[config.mk]
export PLATFORM = sky130hd
export DESIGN_NAME = regfile_wb_arbiter
export DESIGN_NICKNAME = d
export VERILOG_FILES = /design/src/rtl/regfile_pkg.sv /design/src/rtl/regfile_wb_arbiter_rr_arbiter_2.sv /design/src/rtl/regfile_wb_arbiter.sv
export SDC_FILE = /design/constraint.sdc
export NUM_CORES = 1
export LEC_CHECK = 0
export BUFFER_PORTS_ARGS = -buffer_cell sky130_fd_sc_hd__buf_2
export CAP_MARGIN = 20
export CORE_ASPECT_RATIO = 1.5
export CORE_MARGIN = 5
export CORE_UTILIZATION = 40
export CTS_CLUSTER_DIAMETER = 200
export CTS_CLUSTER_SIZE = 30
export DETAILED_ROUTE_END_ITERATION = 12
export PLACE_DENSITY = 0.81
export SYNTH_ARGS = -nofsm -noshare
export SYNTH_HDL_FRONTEND = slang
export SYNTH_SLANG_ARGS = --single-unit
[constraint.sdc]
create_clock -name clk -period 2 [get_ports clk]
set_clock_uncertainty 0.1 [all_clocks]
set_input_delay 0.6 -clock clk [delete_from_list [all_inputs] [get_ports clk]]
set_output_delay 0.6 -clock clk [all_outputs]
set_load 0.01 [all_outputs]
[src/rtl/regfile_pkg.sv]
// Shared types and constants for the register-file write-back path.
package regfile_pkg;

  typedef logic [4:0]  reg_addr_t;
  typedef logic [63:0] reg_data_t;

  localparam reg_addr_t ZERO_REG = 5'd31;

  // Encoding of the arbiter's last_grant bit.
  localparam logic LAST_ALU = 1'b0;
  localparam logic LAST_MEM = 1'b1;

  // 'reg' is a reserved word, so the destination field is called addr.
  typedef struct packed {
    logic      valid;
    reg_addr_t addr;
    reg_data_t data;
  } wb_req_t;

endpackage

[src/rtl/regfile_wb_arbiter_rr_arbiter_2.sv]
// Two-request arbiter, one-hot grant (bit 0 = ALU, bit 1 = mem).
// Round-robin when WBARB_ROUND_ROBIN_EN is defined, otherwise mem has fixed priority.
module rr_arbiter_2
  import regfile_pkg::*;
(
`ifdef WBARB_ROUND_ROBIN_EN
  input  logic       clk,
  input  logic       reset,
`endif
  input  logic [1:0] req,
  output logic [1:0] grant
);

`ifdef WBARB_ROUND_ROBIN_EN
  logic last_grant;

  // Under contention the requester that did not win most recently goes next.
  always_comb begin
    grant = req;
    if (req == 2'b11) begin
      grant = (last_grant == LAST_ALU) ? 2'b10 : 2'b01;
    end
  end

  always_ff @(posedge clk) begin
    if (reset) begin
      last_grant <= LAST_ALU;
    end else if (grant != 2'b00) begin
      last_grant <= grant[1] ? LAST_MEM : LAST_ALU;
    end
  end
`else
  always_comb begin
    grant = req;
    if (req == 2'b11) begin
      grant = 2'b10;
    end
  end
`endif

endmodule

[src/rtl/regfile_wb_arbiter.sv]
// Shares the register file write port between ALU and load write-back, with a
// registered write stage and a saturating contention counter. Macro: WBARB_ROUND_ROBIN_EN.
module regfile_wb_arbiter
  import regfile_pkg::*;
#(
  parameter int DATA_W = 64,
  parameter int ADDR_W = 5,
  parameter int CNT_W  = 16
) (
  input  logic              clk,
  input  logic              reset,
  input  logic              alu_valid,
  input  logic [ADDR_W-1:0] alu_reg,
  input  logic [DATA_W-1:0] alu_data,
  output logic              alu_ready,
  input  logic              mem_valid,
  input  logic [ADDR_W-1:0] mem_reg,
  input  logic [DATA_W-1:0] mem_data,
  output logic              mem_ready,
  output logic              RegWrite,
  output logic [ADDR_W-1:0] WriteRegister,
  output logic [DATA_W-1:0] WriteData,
  output logic [CNT_W-1:0]  conflict_cnt
);

  logic [1:0]        req;
  logic [1:0]        grant;
  logic              accepted;
  logic [ADDR_W-1:0] sel_reg;
  logic [DATA_W-1:0] sel_data;

  assign req = {mem_valid, alu_valid};

  rr_arbiter_2 u_arb (
`ifdef WBARB_ROUND_ROBIN_EN
    .clk   (clk),
    .reset (reset),
`endif
    .req   (req),
    .grant (grant)
  );

  assign alu_ready = grant[0] & ~reset;
  assign mem_ready = grant[1] & ~reset;
  assign accepted  = alu_ready | mem_ready;
  assign sel_reg   = grant[1] ? mem_reg  : alu_reg;
  assign sel_data  = grant[1] ? mem_data : alu_data;

  // Writes to the zero register are consumed but never reach the register file.
  always_ff @(posedge clk) begin
    if (reset) begin
      RegWrite      <= 1'b0;
      WriteRegister <= '0;
      WriteData     <= '0;
      conflict_cnt  <= '0;
    end else begin
      RegWrite <= accepted && (sel_reg != ADDR_W'(ZERO_REG));
      if (accepted && (sel_reg != ADDR_W'(ZERO_REG))) begin
        WriteRegister <= sel_reg;
        WriteData     <= sel_data;
      end
      if (alu_valid && mem_valid && (conflict_cnt != {CNT_W{1'b1}})) begin
        conflict_cnt <= conflict_cnt + CNT_W'(1);
      end
    end
  end

endmodule
# Yosys cells after proc, flatten, opt, wreduce, memory -nomap -nowiden
# Cells that the tools add are included.
[totals] wordCells=18 reg_bits=86 input_bits=142 ram_bits=0 rom_bits=0 memories=0 out_inout_bits=88 latch_bits=0
[op_classes] div=0 n_shift=0 multipliers=0 n_lt_le_gt_ge=0 n_reduce_logical=3 n_addsub=1 n_mux=3 bitwise=4 eq_ne=3
[ops] operator="64-bit two-way mux" count=1
[ops] operator="16-bit by 1-bit adder with 16-bit output, second input constant" count=1
[ops] operator="16-bit inequality test, second input constant" count=1
[ops] operator="5-bit two-way mux" count=1
[ops] operator="5-bit inequality test, second input constant" count=1
[ops] operator="1-bit logical AND" count=3
[ops] operator="1-bit bitwise AND" count=2
[ops] operator="2-bit equality test, second input constant" count=1
[ops] operator="2-bit two-way mux" count=1
[ops] operator="1-bit NOT" count=1
[ops] operator="1-bit OR" count=1

# Logic depth before layout (Yosys ltp)
# Gate-level depths: netlist of the first run.
[logic_depth] ltp_word=5 mapped_depth=7 depth_no_buf=5

# Cells and area by module
# A second synthesis of the first run with hierarchy kept.
[hier_totals] hier_cells=504 hier_area_um2=4255.3
[modules_own_cells] mod="regfile_wb_arbiter" cells_per_inst=502 n_inst=1 area_each_um2=4245.3 seq_area_each_um2=1721.7
[modules_own_cells] mod="rr_arbiter_2" cells_per_inst=2 n_inst=1 area_each_um2=10.0 seq_area_each_um2=0.0

# Worst setup path before layout of the first run
# Ideal clock, no wire load.
[synth_path] kind="input port to output port" startpoint="in reset" endpoint="out alu_ready" path_buffers=3 t_required_ns=1.300 arrival_ns=1.504 path_slack_ns=-0.204 cell_stages=4 cell_sequence="clkbuf_1 > clkbuf_1 > clkbuf_1 > nor2_1"
[synth_between] elab_chain_cells=2
[synth_rtl] element="start, declared" line="regfile_wb_arbiter.sv:11" text="input logic reset,"
[synth_rtl] element="1-bit NOT" line="regfile_wb_arbiter.sv:43" text="assign alu_ready = grant[0] & ~reset;"
[synth_rtl] element="1-bit bitwise AND" line="regfile_wb_arbiter.sv:43"
[synth_rtl] element="end, declared" line="regfile_wb_arbiter.sv:15" text="output logic alu_ready,"
# No other way between the ends.

# Worst setup path in the final report of the first run
[layout_path] startpoint="reg conflict_cnt[0]" endpoint="reg conflict_cnt[14]"
[layout_between] elab_chain_cells=2 elab_cells_between_ends=3 cone_classes="add/sub: 1; eq/ne: 1; reduce/logical: 1"
[layout_rtl] element="start, declared" line="regfile_wb_arbiter.sv:23" text="output logic [CNT_W-1:0] conflict_cnt"
[layout_rtl] element="start signal, assigned" line="regfile_wb_arbiter.sv:63" text="conflict_cnt <= conflict_cnt + CNT_W'(1);"
[layout_rtl] element="parallel branches: the longest is 2 deep, another holds 16-bit by 1-bit adder with 16-bit output"
# Parallel ways; which one is timed is not known.
# A chain may end at the register's enable or synchronous reset.

==> reports/results.txt, run 1 <==
Status = complete, no violations
Final core occ = 0.590
Flop and latch count out of synthesis = 86
Later-pin clock latency in the skew report = 0.33 ns
Complex-gate fraction of the synthesized area = 0.190
DR DRC count = 0
Cell depth of the worst flop-to-flop path = 5
Syn Area/Cell = 9.39 µm²
Adder-cell area share of the yosys netlist = 0.00316
Total die area = 12,000 µm²
Hpwl dp = 9790 µm
Pre-CTS setup slack = -0.196 ns
Final ANT Viol Nets = 0
Syn Nets = 565
Total setup buffers inserted after CTS = 0
Top_reg_cell synth = dfxtp_1
Final setup vio count = 0
Die height = 132 µm
Cells after DPL = 752
Clock sink count = 86
Critical Path RT = 2.16 ns
Synth cell types = 36
Final Cycle Share = 0.963
DRT iter0 DRCs = 168
Share of cells above drive strength 1 = 0.454
Area Growth Syn to Fin = 44.3%
Initial antenna violation count = 1
Fin cells = 768
Power after layout = 4.56 mW
Main combinational cell family by area after synthesis = compound AO/OA/AOI/OAI gates
Simple-gate area share of the yosys netlist = 0.156
Total clock buffers created by CTS = 9
Async SR Flop Fraction = 0
Max capacitance violation total = 0
IO Count = 230
Avg WL per Cell = 16.8 µm
Final setup margin = 0.0738 ns
Vias/cell = 5.51
Core region area = 9690 µm²
Vias in the first global route = 4,280
Final Wtd Congestion = 0.810
Synth warnings = 0
Crit. Startpoint = conflict_cnt[0]
Critical path capture point type = flip-flop
Pin count of the biggest net entering global routing = 65
Crit Path Class = flip-flop to flip-flop
DRT Pass-1 Iters = 5
Crit path max fanout = 6
P_leak = 2.72 nW
FP Rows = 44
Max Root-Sink Buffers = 2
HP Class = flip-flop to flip-flop
R2r setup slk = 0.07 ns
Port Buffers = 229
Die Span X = 91.3 µm
Min Tclk post-route = 1.93 ns
First-pass GRT wire length = 20,600 µm
Clk slew on worst S/H paths = 0.06 ns
Worst setup SP type = flip-flop
VDD IR-drop max = 0.530 mV
Synth Area in XOR/XNOR = 0
Mapped Cells = 422
Slew @ Worst Pin = 0.694 ns
Grt ovf = 0
Vias = 4,230
Reg2reg end = conflict_cnt[14]
Worst r2r src = conflict_cnt[0]
Final Max Slew Viols = 0
CP Capture Point = conflict_cnt[14]
Slew HR = 0.537
Setup TNS = 0 ns
Gr usage total = 0.205
Sequential element share of the synthesized area = 0.435
CTS tree = built
H-tree lvl count = 3
FMAX = 0.519 GHz
Critical path arrival = 2.09 ns
Initial Util = 0.409
Post-synth EDFFs = 0
Power Density = 798 nW/µm²
Clk root buf = clkbuf_16
Final Hold Viols = 0
Aggregate routed wire length = 12,900 µm
Multiplexer share of the synthesized area = 0.165
Netlist area before placement = 3960 µm²
Fin nets = 791
## cell usage after synthesis (4+ instances only)
library cell | instances | area share
nand4_1 | 5 | 0.0079
nand3_1 | 6 | 0.0076
o221a_2 | 5 | 0.014
buf_2 | 9 | 0.011
a21oi_1 | 18 | 0.023
o21ai_0 | 7 | 0.0088
buf_1 | 6 | 0.0057
inv_1 | 8 | 0.0076
dfxtp_1 | 86 | 0.43
mux2i_1 | 64 | 0.16
clkbuf_1 | 28 | 0.027
nor3_1 | 66 | 0.083
or3_1 | 6 | 0.0095
a211oi_1 | 65 | 0.12
nand2_1 | 5 | 0.0047
or4_1 | 5 | 0.0095
nor2_1 | 4 | 0.0038
o31ai_1 | 6 | 0.011
## per-stage QoR
stage | area (µm²) | hold WS, ns
6_report | 5720 | 0.405
5_1_grt | 5720 | 0.436
4_1_cts | 5700 | 0.410
3_5_place_dp | 5360 | 0.401
3_3_place_gp | 5360 | 0.380
2_1_floorplan | 3980 | 0.408
## cell families after synthesis
group / after synthesis
simple gates: 113
compound gates: 106
flops: 86
mux: 65
buf+inv: 51
fa+ha+maj: 1
## where the power goes
part | internal, mW | switching (mW) | total, mW
Clock | 1.25 | 0.627 | 1.87
Sequential | 1.84 | 0.0707 | 1.91
Combinational | 0.370 | 0.406 | 0.776
Total | 3.46 | 1.10 | 4.56
## routing by layer
layer	up-vias	share of wire	GRT usage
met5	-	0	0
met2	177	0.53	0.376
met1	1969	0.38	0.223
met4	0	0.019	0.0783
met3	20	0.068	0.0485
li1	2064	-	-
## worst max-delay path, cell delays in order (launching register included)
cell and delay, ns:
dfxtp_2 0.39, ha_2 0.22, nand3_1 0.13, or3_4 0.38, or4_1 0.49, a21oi_1 0.14
## worst min-delay path by stage
stage                           startpoint          endpoint  slack (ns)  cells past startpoint
after floorplan           conflict_cnt[15]  conflict_cnt[15]        0.41                      2
after global placement    conflict_cnt[15]  conflict_cnt[15]        0.38                      2
after detailed placement  conflict_cnt[15]  conflict_cnt[15]        0.40                      2
after CTS                 conflict_cnt[15]  conflict_cnt[15]        0.41                      2
after global routing      WriteRegister[4]  WriteRegister[4]        0.44                      1
final                     conflict_cnt[10]  conflict_cnt[10]        0.40                      1
## timing repair
action	in CTS	in global routing
gates resized for setup	2	6
hold endpoints to repair	0	0
hold buffers	0	0
endpoints found under the setup margin	1	3
## layout make-up
type | instances | area (µm²)
clock buffers | 11 | 243
clock inverters | 4 | 95.1
fillers | 843 | 3970
diodes | 1 | 2.50
flip-flops and latches | 86 | 1730
repair buffers | 258 | 1400
inverters | 8 | 30.0
well taps | 115 | 144
multi-input cells | 285 | 2070
## layout by cell type, fill, tap and decap left out, types with 4 or more instances in the layout
| cell | n |
|---|---|
| o21ai_0 | 7 |
| nand3_1 | 6 |
| nor2_1 | 4 |
| o221a_2 | 5 |
| clkbuf_16 | 9 |
| mux2i_1 | 64 |
| nor3_1 | 66 |
| buf_2 | 228 |
| a21oi_1 | 18 |
| dfxtp_2 | 5 |
| inv_1 | 8 |
| or4_1 | 5 |
| nand4_1 | 5 |
| o31ai_1 | 6 |
| or3_1 | 5 |
| a211oi_1 | 65 |
| nand2_1 | 4 |
| buf_4 | 27 |
| dfxtp_1 | 81 |
## sequential cells by signal (all words and copies together), names as in the netlist
| register | cells |
|---|---|
| WriteData | 64 |
| conflict_cnt | 16 |
| WriteRegister | 5 |
| RegWrite | 1 |
Power figures use the tool's default switching activity.
==> inputs of run 2 (changes only) <==
--- a/config.mk
+++ b/config.mk
@@ -5,11 +5,12 @@
 export SDC_FILE = /design/constraint.sdc
 export NUM_CORES = 1
 export LEC_CHECK = 0
+export ABC_AREA = 1
 export BUFFER_PORTS_ARGS = -buffer_cell sky130_fd_sc_hd__buf_2
 export CAP_MARGIN = 20
 export CORE_ASPECT_RATIO = 1.5
 export CORE_MARGIN = 5
-export CORE_UTILIZATION = 40
+export CORE_UTILIZATION = 42
 export CTS_CLUSTER_DIAMETER = 200
 export CTS_CLUSTER_SIZE = 30
 export DETAILED_ROUTE_END_ITERATION = 12
==> run 2 against run 1 <==
Effect of this change:
- setup slack gained 0.012 ns
- sequential cell count is the same
- combinational power grew 17%
- power shrank 1.4%
- sequential power is essentially flat
- core utilization shrank 0.79 points
- synthesized area grew 18%
- critical path depth shrank 1
- sequential share of layout area shrank 3.3 points
- register-to-register slack gained 0.12 ns
- die area grew 11%
- largest power group unchanged
==> reports/results.txt, run 2 <==
Total die area = 13,400 µm² (+11%)
Fill count = 1,047 (+24%)
Synth cell types = 25 (-31%)
Most flop-heavy register = WriteData
Slew @ Worst Pin = 0.416 ns (-0.278 ns)
Slew HR = 0.722 (+0.185)
Dominant cells by area after synthesis = dfxtp_1 (37%), mux2i_1 (14%), nor2_1 (13%)
Crit Path Class = input port to output pin
Vias = 4,831 (+14%)
Area Growth Syn to Fin = 37.1%
HP Class = flip-flop to flip-flop
Setup TNS = 0 ns (unchanged)
Port Buffers = 229 (unchanged)
Final setup margin = 0.0857 ns (+0.0119 ns)
Final Cycle Share = 0.957 (-0.00595)
Critical path capture point type = output pin
Later-pin clock latency in the skew report = 0.33 ns (about the same)
DRT Pass-1 Iters = 4 (-1)
Mapped Cells = 622 (+47%)
Critical path arrival = 1.21 ns (-0.88 ns)
Die Span X = 96.1 µm (+5.3%)
Antenna Cells = 0 (-1)
Clock sink count = 86 (unchanged)
Top_reg_cell synth = dfxtp_1
Grt ovf = 0 (unchanged)
Avg WL per Cell = 13.9 µm (-17%)
Gr usage total = 0.211 (+0.00639)
Synth warnings = 0 (unchanged)
Pre-CTS setup slack = -0.0191 ns (+0.176 ns)
Final Hold Viols = 0 (unchanged)
Initial antenna violation count = 0 (-1)
Max FFs per register = 64 (unchanged)
Clk root buf = clkbuf_16
Post-synth top cells = nor2_1 (165), nand2_1 (131), dfxtp_1 (86)
Synth top area share = 0.369 (-0.0660)
Final setup vio count = 0 (unchanged)
Status = complete, no violations
Async SR Flop Fraction = 0 (unchanged)
Hpwl dp = 10,900 µm (+11%)
Aggregate routed wire length = 13,900 µm (+7.9%)
VDD IR-drop max = 0.387 mV (-27%)
Flop and latch count out of synthesis = 86 (unchanged)
Final Wtd Congestion = 0.890 (+9.9%)
Commonest non-fill, non-tap cell in the layout = buf_2
Syn Area/Cell = 7.51 µm² (-20%)
Biggest regs = WriteData: 64 flops, conflict_cnt: 16 flops, WriteRegister: 5 flops
Core region area = 11,000 µm² (+13%)
Final ANT Viol Nets = 0 (unchanged)
Yosys top cell by area = dfxtp_1
Syn Nets = 765 (+35%)
Max capacitance violation total = 0 (unchanged)
Worst Hold Slack = 0.363 ns (-0.0418 ns)
Power Density = 702 nW/µm² (-12%)
Critical Path RT = 1.30 ns (-0.86 ns)
Crit path max fanout = 6 (unchanged)
Die height = 139 µm (+5.5%)
Final core occ = 0.582 (-0.00793)
Most frequent cells in the layout = buf_2 (228), nor2_1 (165), nand2_1 (130), dfxtp_1 (86), mux2i_1 (64)
First-pass GRT wire length = 22,600 µm (+9.7%)
Share of cells above drive strength 1 = 0.390 (-0.0643)
Min Tclk post-route = 1.91 ns (-0.0119 ns)
Pin count of the biggest net entering global routing = 32 (-51%)
Post_cts resized = 0 (-2)
Post-synth EDFFs = 0 (unchanged)
DRT iter0 DRCs = 161 (-4.2%)
Initial Util = 0.425 (+0.0159)
Clk slew on worst S/H paths = 0.07 ns (about the same)
CTS tree = built
Vias in the first global route = 4,937 (+15%)
Total clock buffers created by CTS = 9 (unchanged)
RSZ-0062 raised after global routing = no
Sequential element share of the synthesized area = 0.369 (-0.0660)
P_leak = 3.36 nW (+24%)
Max Root-Sink Buffers = 2 (unchanged)
Fin nets = 995 (+26%)
Vias/cell = 4.81 (-13%)
FMAX = 0.522 GHz (+0.62%)
Cts hold-fix bufs = 0 (unchanged)
Final Max Slew Viols = 0 (unchanged)
H-tree lvl count = 3 (unchanged)
FP Rows = 47 (+6.8%)
Worst setup SP type = input port
Netlist area before placement = 4670 µm² (+18%)
Most common cell in the netlist = nor2_1
IO Count = 230 (unchanged)
DR DRC count = 0 (unchanged)
Total setup buffers inserted after CTS = 0 (unchanged)
[run 2: cell families (layout without fill, tap and decap cells)]
| logic type | count (synthesis) | after routing | share of synthesized area |
|---|---|---|---|
| xor+xnor | 6 | 6 | 0.0113 |
| flops | 86 | 86 | 0.369 |
| simple gates | 383 | 383 | 0.387 |
| fa+ha+maj | 1 | 1 | 0.00268 |
| buf+inv | 59 | 294 | 0.0675 |
| compound gates | 23 | 23 | 0.0254 |
| mux | 64 | 64 | 0.137 |
[run 2: metal layers]
metal	GRT usage	vias up	wire length, µm	share of wire
met5	0	-	0	0
met4	0.0945	0	379	0.027
met3	0.0326	28	897	0.064
met2	0.382	165	7390	0.53
met1	0.234	2174	5260	0.38
li1	-	2464	-	-
[run 2: final cells by class]
class                   count  area [µm²]  area share
clock buffers              10         239      0.0373
clock inverters             6        67.6      0.0106
inverters                  19        76.3      0.0119
multi-input cells         477        2670       0.416
flip-flops and latches     86        1720       0.269
well taps                 147         184      0.0287
repair buffers            259        1450       0.226
[run 2: worst max-delay path: stages]
cell and delay, ns:
buf_4 0.14, buf_4 0.16, nor3_4 0.16, buf_2 0.15
[run 2: path summary, 6_finish.rpt]
check                           cells after the start               end  slack (ns)            start
worst max-delay path                                4         alu_ready        0.09        mem_valid
worst min-delay path                                2     WriteData[59]        0.36    WriteData[59]
worst max register to register                      8  conflict_cnt[11]        0.19  conflict_cnt[1]
worst min register to register                      2     WriteData[59]        0.36    WriteData[59]
[run 2: stage by stage]
| step | instance area, µm² | total power, mW | cells |
|---|---|---|---|
| after global routing | 6400 | 4.72 | 1004 |
| after floorplan | 4680 | 2.44 | 622 |
| final | 6400 | 4.50 | 1004 |
| after detailed placement | 6100 | 2.84 | 988 |
| after CTS | 6400 | 4.55 | 1004 |
| after global placement | 6100 | 2.82 | 988 |
[run 2: report_power, final]
| group | internal (mW) | leakage [nW] | switching (mW) | total (mW) |
|---|---|---|---|---|
| sequential | 1.83 | 0.710 | 0.0560 | 1.89 |
| combinational | 0.410 | 2.51 | 0.500 | 0.910 |
| clock | 1.01 | 0.145 | 0.690 | 1.70 |
